<file path="src/rtl/miv_jtag_dmi_master.sv">
// JTAG master that bit-bangs RISC-V DMI accesses: one request scan, idle, one nop scan for the result.
// Optional TRST output and pre-TLR TAP reset phase under `MIV_JTAG_DMI_TRST_EN`.
module miv_jtag_dmi_master #(
    parameter int TCK_DIV     = 2,
    parameter int IDLE_CYCLES = 4
) (
    input  logic        CLK,
    input  logic        RESET,
    input  logic        CMD_VALID,
    output logic        CMD_READY,
    input  logic        CMD_WRITE,
    input  logic [6:0]  CMD_ADDR,
    input  logic [31:0] CMD_DATA,
    output logic        RSP_VALID,
    output logic [31:0] RSP_DATA,
    output logic [1:0]  RSP_STATUS,
    output logic        TCK,
    output logic        TMS,
    output logic        TDI,
    input  logic        TDO
`ifdef MIV_JTAG_DMI_TRST_EN
    ,
    output logic        TRST
`endif
);

    localparam logic [4:0] IR_DMI   = 5'h11;
    localparam logic [7:0] DIV_LAST = 8'(TCK_DIV - 1);

    typedef enum logic [2:0] {
        S_TLR, S_IR, S_READY, S_DR_REQ, S_RTI, S_DR_RSP, S_DONE, S_TRST
    } state_t;

`ifdef MIV_JTAG_DMI_TRST_EN
    localparam state_t S_RESET = S_TRST;
`else
    localparam state_t S_RESET = S_TLR;
`endif

    state_t        state, state_nxt;
    logic [7:0]    div_cnt;
    logic [5:0]    step;          // TCK rising edges completed in the current state
    logic [40:0]   shreg;         // DR shifts out on TDI and fills from TDO
    logic          ir_loaded;
    logic          tck_q, tms_q, tdi_q;
    logic [31:0]   rsp_data;
    logic [1:0]    rsp_status;
    logic          tck_act, tick, rise, fall, seq_end, accept;

    function automatic logic [5:0] seq_len(state_t s);
        case (s)
            S_TRST:             seq_len = 6'd8;
            S_TLR:              seq_len = 6'd6;
            S_IR:               seq_len = 6'd11;
            S_DR_REQ, S_DR_RSP: seq_len = 6'd46;
            S_RTI:              seq_len = 6'(IDLE_CYCLES);
            default:            seq_len = 6'd0;
        endcase
    endfunction

    function automatic logic dr_shift(state_t s, logic [5:0] k);
        dr_shift = (s == S_DR_REQ || s == S_DR_RSP) && k >= 6'd3 && k <= 6'd43;
    endfunction

    // TMS to present for the k-th rising edge of a state
    function automatic logic tms_of(state_t s, logic [5:0] k);
        case (s)
            S_TRST:             tms_of = 1'b1;
            S_TLR:              tms_of = k < 6'd5;
            S_IR:               tms_of = k < 6'd2 || k == 6'd8 || k == 6'd9;
            S_DR_REQ, S_DR_RSP: tms_of = k == 6'd0 || k == 6'd43 || k == 6'd44;
            default:            tms_of = 1'b0;
        endcase
    endfunction

    function automatic logic tdi_of(state_t s, logic [5:0] k, logic b0);
        logic [5:0] ib;
        ib = k - 6'd4;
        if (s == S_IR && k >= 6'd4 && k <= 6'd8) tdi_of = IR_DMI[ib[2:0]];
        else if (dr_shift(s, k))                  tdi_of = b0;
        else                                      tdi_of = 1'b0;
    endfunction

    assign tck_act = state inside {S_TRST, S_TLR, S_IR, S_DR_REQ, S_RTI, S_DR_RSP};
    assign tick    = tck_act && div_cnt == DIV_LAST;
    assign rise    = tick && !tck_q;
    assign fall    = tick && tck_q;
    assign seq_end = fall && step == seq_len(state);
    assign accept  = state == S_READY && CMD_VALID;

    always_comb begin
        state_nxt = state;
        case (state)
            S_READY: if (CMD_VALID) state_nxt = S_DR_REQ;
            S_DONE:  state_nxt = S_READY;
            default: if (seq_end) begin
                case (state)
                    S_TRST:   state_nxt = S_TLR;
                    S_TLR:    state_nxt = ir_loaded ? S_READY : S_IR;
                    S_IR:     state_nxt = S_READY;
                    S_DR_REQ: state_nxt = S_RTI;
                    S_RTI:    state_nxt = S_DR_RSP;
                    S_DR_RSP: state_nxt = S_DONE;
                    default:  state_nxt = S_READY;
                endcase
            end
        endcase
    end

    always_ff @(posedge CLK) begin
        if (RESET) begin
            state      <= S_RESET;
            div_cnt    <= '0;
            step       <= '0;
            shreg      <= '0;
            ir_loaded  <= 1'b0;
            tck_q      <= 1'b0;
            tms_q      <= 1'b1;
            tdi_q      <= 1'b0;
            rsp_data   <= '0;
            rsp_status <= '0;
        end else begin
            state   <= state_nxt;
            div_cnt <= (tck_act && !tick) ? div_cnt + 8'd1 : 8'd0;
            if (tick) tck_q <= ~tck_q;
            if (rise) begin
                step <= step + 6'd1;
                if (dr_shift(state, step)) shreg <= {TDO, shreg[40:1]};
            end
            // State changes land on a TCK fall so TCK is already low when it parks
            if (fall) begin
                if (seq_end) begin
                    step  <= '0;
                    tms_q <= tms_of(state_nxt, 6'd0);
                    tdi_q <= 1'b0;
                end else begin
                    tms_q <= tms_of(state, step);
                    tdi_q <= tdi_of(state, step, shreg[0]);
                end
            end
            // TCK is parked low here, so TMS gets a full half-period of setup
            if (accept) begin
                shreg <= {CMD_ADDR, CMD_WRITE ? CMD_DATA : 32'h0, CMD_WRITE ? 2'b10 : 2'b01};
                tms_q <= 1'b1;
            end
            if (seq_end && state == S_IR)  ir_loaded <= 1'b1;
            if (seq_end && state == S_RTI) shreg <= '0;
            if (seq_end && state == S_DR_RSP) begin
                rsp_data   <= shreg[33:2];
                rsp_status <= shreg[1:0];
            end
        end
    end

`ifdef MIV_JTAG_DMI_TRST_EN
    always_ff @(posedge CLK) begin
        if (RESET) TRST <= 1'b0;
        else       TRST <= state_nxt != S_TRST;
    end
`endif

    assign CMD_READY  = state == S_READY;
    assign RSP_VALID  = state == S_DONE;
    assign RSP_DATA   = rsp_data;
    assign RSP_STATUS = rsp_status;
    assign TCK        = tck_q;
    assign TMS        = tms_q;
    assign TDI        = tdi_q;

endmodule
</file>
<file path="config.mk">
export PLATFORM = sky130hd
export DESIGN_NAME = miv_jtag_dmi_master
export DESIGN_NICKNAME = d
export VERILOG_FILES = /design/src/rtl/miv_jtag_dmi_master.sv
export SDC_FILE = /design/constraint.sdc
export NUM_CORES = 1
export LEC_CHECK = 0
export BUFFER_PORTS_ARGS = -buffer_cell sky130_fd_sc_hd__buf_2
export CAP_MARGIN = 10
export CORE_MARGIN = 2
export CORE_UTILIZATION = 40
export DETAILED_ROUTE_END_ITERATION = 8
export GPL_ROUTABILITY_DRIVEN = 1
export PLACE_DENSITY = 0.69
export SYNTH_ARGS = -nofsm -noshare
export SYNTH_HDL_FRONTEND = slang
export SYNTH_SLANG_ARGS = --single-unit
</file>
<file path="constraint.sdc">
create_clock -name CLK -period 3.1 [get_ports CLK]
set_input_delay 0.31 -clock CLK [delete_from_list [all_inputs] [get_ports CLK]]
set_output_delay 0.31 -clock CLK [all_outputs]
set_load 0.05 [all_outputs]
</file>
==> results.yml, run 1 <==
status:
  status: "finished clean"
finish:
  final_nets: 614
  area_delta_synth_final_pct: 16.5
  utilization: 0.478
  fill_cells: 1103
  diodes: 0
  layout_commonest_cell: "dfxtp_1"
  layout_common_cells: "96 x dfxtp_1, 95 x nor2_1, 82 x buf_2"
  drive_gt1_frac: 0.283
detailed_routing:
  drtAntennaViolNets: 0
  wl_per_cell_um: 14.6
  vias_per_cell: 5.32
  routed_wl_um: 10400
  initialDrtViolationCount: 170
  drc_errors: 0
  first_pass_iters: 4
  vias: 3787
logic_synthesis:
  synth_edf_count: 0
  synth_largest_area_cell: "dfxtp_1"
  synthesis.area_um2: 4690
  synth_nets: 552
  syn_area_per_cell_um2: 9.32
  ys_seq_area_frac: 0.410
  yosysUniqueCellTypes: 52
  synthFlopType: "dfxtp_1"
  yosys-top-cells-area: "dfxtp_1 41%, a211oi_2 10%, mux2i_1 9.6%"
  ys_warn_count: 0
  synth_top_area_frac: 0.410
  synth_cells: 503
  ys_ff_latch: 96
  async_flop_share: 0
worst_hold_path:
  holdPathStages: 2
  whs_endpoint: "RSP_DATA[26]"
  min_path_type: "input pin to flip-flop"
  hp-start: "RESET"
critical_path:
  path_cells: "ha_1 -> or3b_2 -> nor2_2 -> and3_1 -> and4_1 -> a21o_4 -> buf_4 -> a211oi_2"
  crit_family: "simple AND/OR/NAND/NOR gates"
  cp_max_fo: 11
  slowest_stage: "or3b_2"
  arrival_ns: 2.85
  r2r_end: "shreg[6]"
  critical_path_required_ns: 3.30
  cp-end-kind: "flip-flop"
  worst_setup_path_start_kind: "flip-flop"
  path_buf_inv: 1
  rr_startpoint: "div_cnt[0]"
  worst-r2r-cell-count: 8
  r2r_setup_slack_ns: 0.46
  cpPeakStageDelay_ns: 0.49
  cp_num_cells: 8
  criticalPathCategory: "flip-flop to flip-flop"
grt:
  grt_max_degree: 51
  overflow: 0
  antenna_found_initial: 0
  grt_pass1_vias: 3678
  track_usage: 0.167
  grt_pass1_wl_um: 17500
pwr:
  ir_worst_vdd_uv: 293
  p_leak_uw: 0.00213
  power.density_nw_per_um2: 478
timing:
  max_slew_margin: 0.646
  worstMarginPinSlew_ns: 0.530
  hold_viol_final: 0
  finClkSkew_ns: 0.00873
  period_share: 0.852
  tns_ns: 0
  slew_viol_final: 0
  setup_viol: 0
  rsz0062_at_grt: "false"
  fin_crit_ns: 2.64
  max_freq_mhz: 379
clock_tree:
  clkTransAtPathRegs_ns: 0.07
  root_buffer: "clkbuf_16"
  cts_tree: "built"
  clock_latency_ns: 0.33
  cts_hold_buffers: 0
  htree_num_levels: 3
  post_cts_buffers: 0
  clockBufferDepth: 2
  post_cts_resized: 0
  clock-sinks: 96
  numCtsBuffers: 9
placement:
  gp_congestion: 0.783
  port-buffer-count: 82
  hpwl_um: 7380
die:
  rows: 39
  initial_core_util: 0.410
  core-area_um2: 11400
  die_y_um: 112
  dieArea_um2: 12600
  chipWidth_um: 112
  ioPinCount: 83
job:
  drv_cap: 0
==> cell families after synthesis <==
family,Yosys count,share of synthesized area
AND/OR/NAND/NOR,193,0.208
AO/OA/AOI/OAI,101,0.184
flip-flops,96,0.410
buffers and inverters,48,0.0601
multiplexers,46,0.0985
XOR/XNOR,14,0.0262
adder cells (fa/ha/maj),5,0.0133
==> layout make-up <==
type	count	area, µm²	area share
flip-flops and latches	96	1920	0.352
inverters	5	18.8	0.00344
multi-input cells	359	2490	0.457
clock inverters	3	65.1	0.0119
well taps	143	179	0.0328
repair buffers	94	526	0.0962
clock buffers	12	256	0.0470
==> sequential cells by signal, indices dropped and copies added (netlist names) <==
name and flops:
shreg 41, RSP_DATA 32, div_cnt 8, step 6
state 3, RSP_STATUS 2, TCK 1, TDI 1
TMS 1, ir_loaded 1
==> worst register-to-register path, cell delays in order (launching register included) <==
cell,delay [ns]
dfxtp_1,0.40
ha_1,0.16
or3b_2,0.49
nor2_2,0.16
and3_1,0.25
and4_1,0.47
a21o_4,0.28
buf_4,0.25
a211oi_2,0.06
==> metrics by stage <==
stage               power (µW)  hold slack (ns)  instance area, µm²  setup slack, ns  std cells
floorplan                 1390            0.441                4690            0.925        503
global placement          1440            0.459                5140            0.561        697
detailed placement        1440            0.468                5140            0.458        697
CTS                       2630            0.346                5460            0.453        712
global route              2700            0.353                5460            0.273        712
finish                    2610            0.341                5460            0.459        712
==> synthesized netlist by cell type (all sizes together) (6+ instances only) <==
| cell | number |
|---|---|
| nor2 | 96 |
| buf | 21 |
| clkbuf | 22 |
| dfxtp | 96 |
| mux2i | 45 |
| and3 | 37 |
| a21oi | 38 |
| nand2 | 10 |
| nor3 | 8 |
| nand3 | 10 |
| xor2 | 8 |
| nand4 | 7 |
| a211oi | 40 |
| xnor2 | 6 |
==> worst max-delay path by stage <==
stage,slack [ns],endpoint,startpoint
4_1_cts,0.45,shreg[6],div_cnt[0]
2_1_floorplan,0.93,shreg[11],div_cnt[0]
3_5_place_dp,0.46,shreg[6],div_cnt[0]
6_report,0.46,shreg[6],div_cnt[0]
3_3_place_gp,0.56,shreg[7],div_cnt[0]
5_1_grt,0.27,shreg[6],div_cnt[0]
==> per-layer routing <==
layer | vias to the layer above | share of wire | GRT usage | wire length [µm]
met5 | - | 0 | 0 | 0
met4 | 0 | 0.011 | 0.0537 | 112
met3 | 8 | 0.044 | 0.0356 | 457
met2 | 83 | 0.49 | 0.278 | 5060
met1 | 1794 | 0.46 | 0.218 | 4760
li1 | 1902 | - | - | -
==> power breakdown <==
group / leakage (µW) / switching [µW] / internal, µW
registers: 0.000774 / 17.9 / 1250
logic: 0.00120 / 89.4 / 63.5
clock network: 0.000159 / 447 / 746
total: 0.00213 / 555 / 2050
Power figures use the tool's default switching activity.
==> run 2: changes to the inputs <==
--- a/config.mk
+++ b/config.mk
@@ -11,2 +11,3 @@
 export CORE_UTILIZATION = 40
+export CTS_BUF_LIST = sky130_fd_sc_hd__clkbuf_4 sky130_fd_sc_hd__clkbuf_8
 export DETAILED_ROUTE_END_ITERATION = 8
==> constraint.sdc (replaced) <==
create_clock -name CLK -period 3.1 [get_ports CLK]
set_input_delay 0.62 -clock CLK [delete_from_list [all_inputs] [get_ports CLK]]
set_output_delay 0.62 -clock CLK [all_outputs]
set_load 0.05 [all_outputs]
==> results.yml, run 2 (synthesized netlist as in run 1, its figures left out) <==
grt:
  track_usage: 0.168
  grt_pass1_wl_um: 17500
  grt_max_degree: 36
  overflow: 0
  grt_pass1_vias: 3640
  antenna_found_initial: 0
detailed_routing:
  wl_per_cell_um: 14.9
  vias: 3818
  routed_wl_um: 10600
  initialDrtViolationCount: 246
  first_pass_iters: 4
  drtAntennaViolNets: 0
  drc_errors: 0
  vias_per_cell: 5.37
die:
  rows: 39
  die_y_um: 112
  initial_core_util: 0.410
  core-area_um2: 11400
  chipWidth_um: 112
  dieArea_um2: 12600
  ioPinCount: 83
critical_path:
  cp_max_fo: 34
  cp_num_cells: 7
  worst_setup_path_start_kind: "flip-flop"
  crit_family: "simple AND/OR/NAND/NOR gates"
  slowest_stage: "dfxtp_1"
  cp-end-kind: "flip-flop"
  arrival_ns: 2.95
  cpPeakStageDelay_ns: 0.74
  worst-r2r-cell-count: 7
  path_cells: "nor2b_1 -> nor4b_1 -> a211oi_1 -> nor4_2 -> buf_12 -> mux2i_1 -> nor2_1"
  criticalPathCategory: "flip-flop to flip-flop"
  path_buf_inv: 1
  critical_path_required_ns: 3.34
finish:
  layout_commonest_cell: "dfxtp_1"
  utilization: 0.472
  largest_register: "shreg"
  layout_common_cells: "96 x dfxtp_1, 95 x nor2_1, 82 x buf_2"
  final_area_um2: 5390
  diodes: 0
  fin_cells: 711
  largest_register_ffs: 41
  final_nets: 612
  drive_gt1_frac: 0.283
  area_delta_synth_final_pct: 15.0
clock_tree:
  root_buffer: "clkbuf_8"
  post_cts_buffers: 0
  clkTransAtPathRegs_ns: 0.09
  clock-sinks: 96
  numCtsBuffers: 9
  htree_num_levels: 3
  clockBufferDepth: 2
  post_cts_resized: 0
  clock_latency_ns: 0.36
  cts_tree: "built"
  cts_hold_buffers: 0
timing:
  worstMarginPinSlew_ns: 0.644
  setup_viol: 0
  rsz0062_at_grt: "false"
  slew_viol_final: 0
  max_slew_margin: 0.570
  tns_ns: 0
  max_freq_mhz: 368
  fin_crit_ns: 2.71
  finClkSkew_ns: 0.00785
  period_share: 0.876
  hold_viol_final: 0
pwr:
  ir_worst_vdd_uv: 275
  pwr-share-seq: 0.530
  pwr-share-comb: 0.065
  clkPwrFrac: 0.406
  power.density_nw_per_um2: 442
  p_sw_uw: 533
  swShare: 0.224
  p_leak_uw: 0.00209
  intPower_uw: 1850
  total_power_uw: 2380
worst_hold_path:
  holdPathStages: 2
  min_path_type: "flip-flop to flip-flop"
job:
  drv_cap: 0
placement:
  hpwl_um: 7250
  postPlaceCellArea_um2: 5150
  place_inst: 695
  port-buffer-count: 82
  gp_congestion: 0.820
status:
  status: "finished clean"
run 2: cell types whose count changed in the layout (fill, tap and decap cells not counted), sizes merged:
cell / delta
bufinv: +1
clkinv: +1
clkbuf: -2
clkinvlp: +1
buf: -2
run 2: per-layer routing:
layer  global-route usage  share of wire  up-vias
li1                     -              -     1902
met1                0.227           0.47     1810
met2                0.273           0.47       96
met3               0.0286          0.048       10
met4               0.0577          0.015        0
met5                    0              0        -
run 2: power groups by stage:
stage          clock network, µW  registers (µW)  logic (µW)
2_1_floorplan                  0            1300        90.8
3_3_place_gp                   0            1290         152
3_5_place_dp                   0            1290         154
4_1_cts                      993            1260         156
5_1_grt                     1040            1260         171
6_report                     966            1260         154
run 2: through the flow:
step                hold slack, ns  worst slack, ns
global placement             0.461            0.618
detailed placement           0.462            0.409
global route                 0.518            0.104
floorplan                    0.441            0.925
finish                       0.470            0.385
CTS                          0.475            0.389
run 2: layout make-up:
cell class | instances | area [µm²]
well taps | 143 | 179
inverters | 5 | 18.8
multi-input cells | 359 | 2490
fillers | 1124 | 6030
clock inverters | 6 | 108
flip-flops and latches | 96 | 1920
clock buffers | 10 | 131
repair buffers | 92 | 536
run 2: tightest hold or removal path: cells and delay by family, from the launching register on:
kind / cells / cell delay [ns]
flops: 1 / 0.31
simple gates: 1 / 0.06
compound gates: 1 / 0.05
run 2: path summary, 6_finish.rpt:
check,slack [ns],end,startpoint
hold reg to reg,0.47,TDI,TDI
setup / recovery,0.39,RSP_DATA[18],state[0]
setup reg to reg,0.39,RSP_DATA[18],state[0]
hold / removal,0.47,TDI,TDI
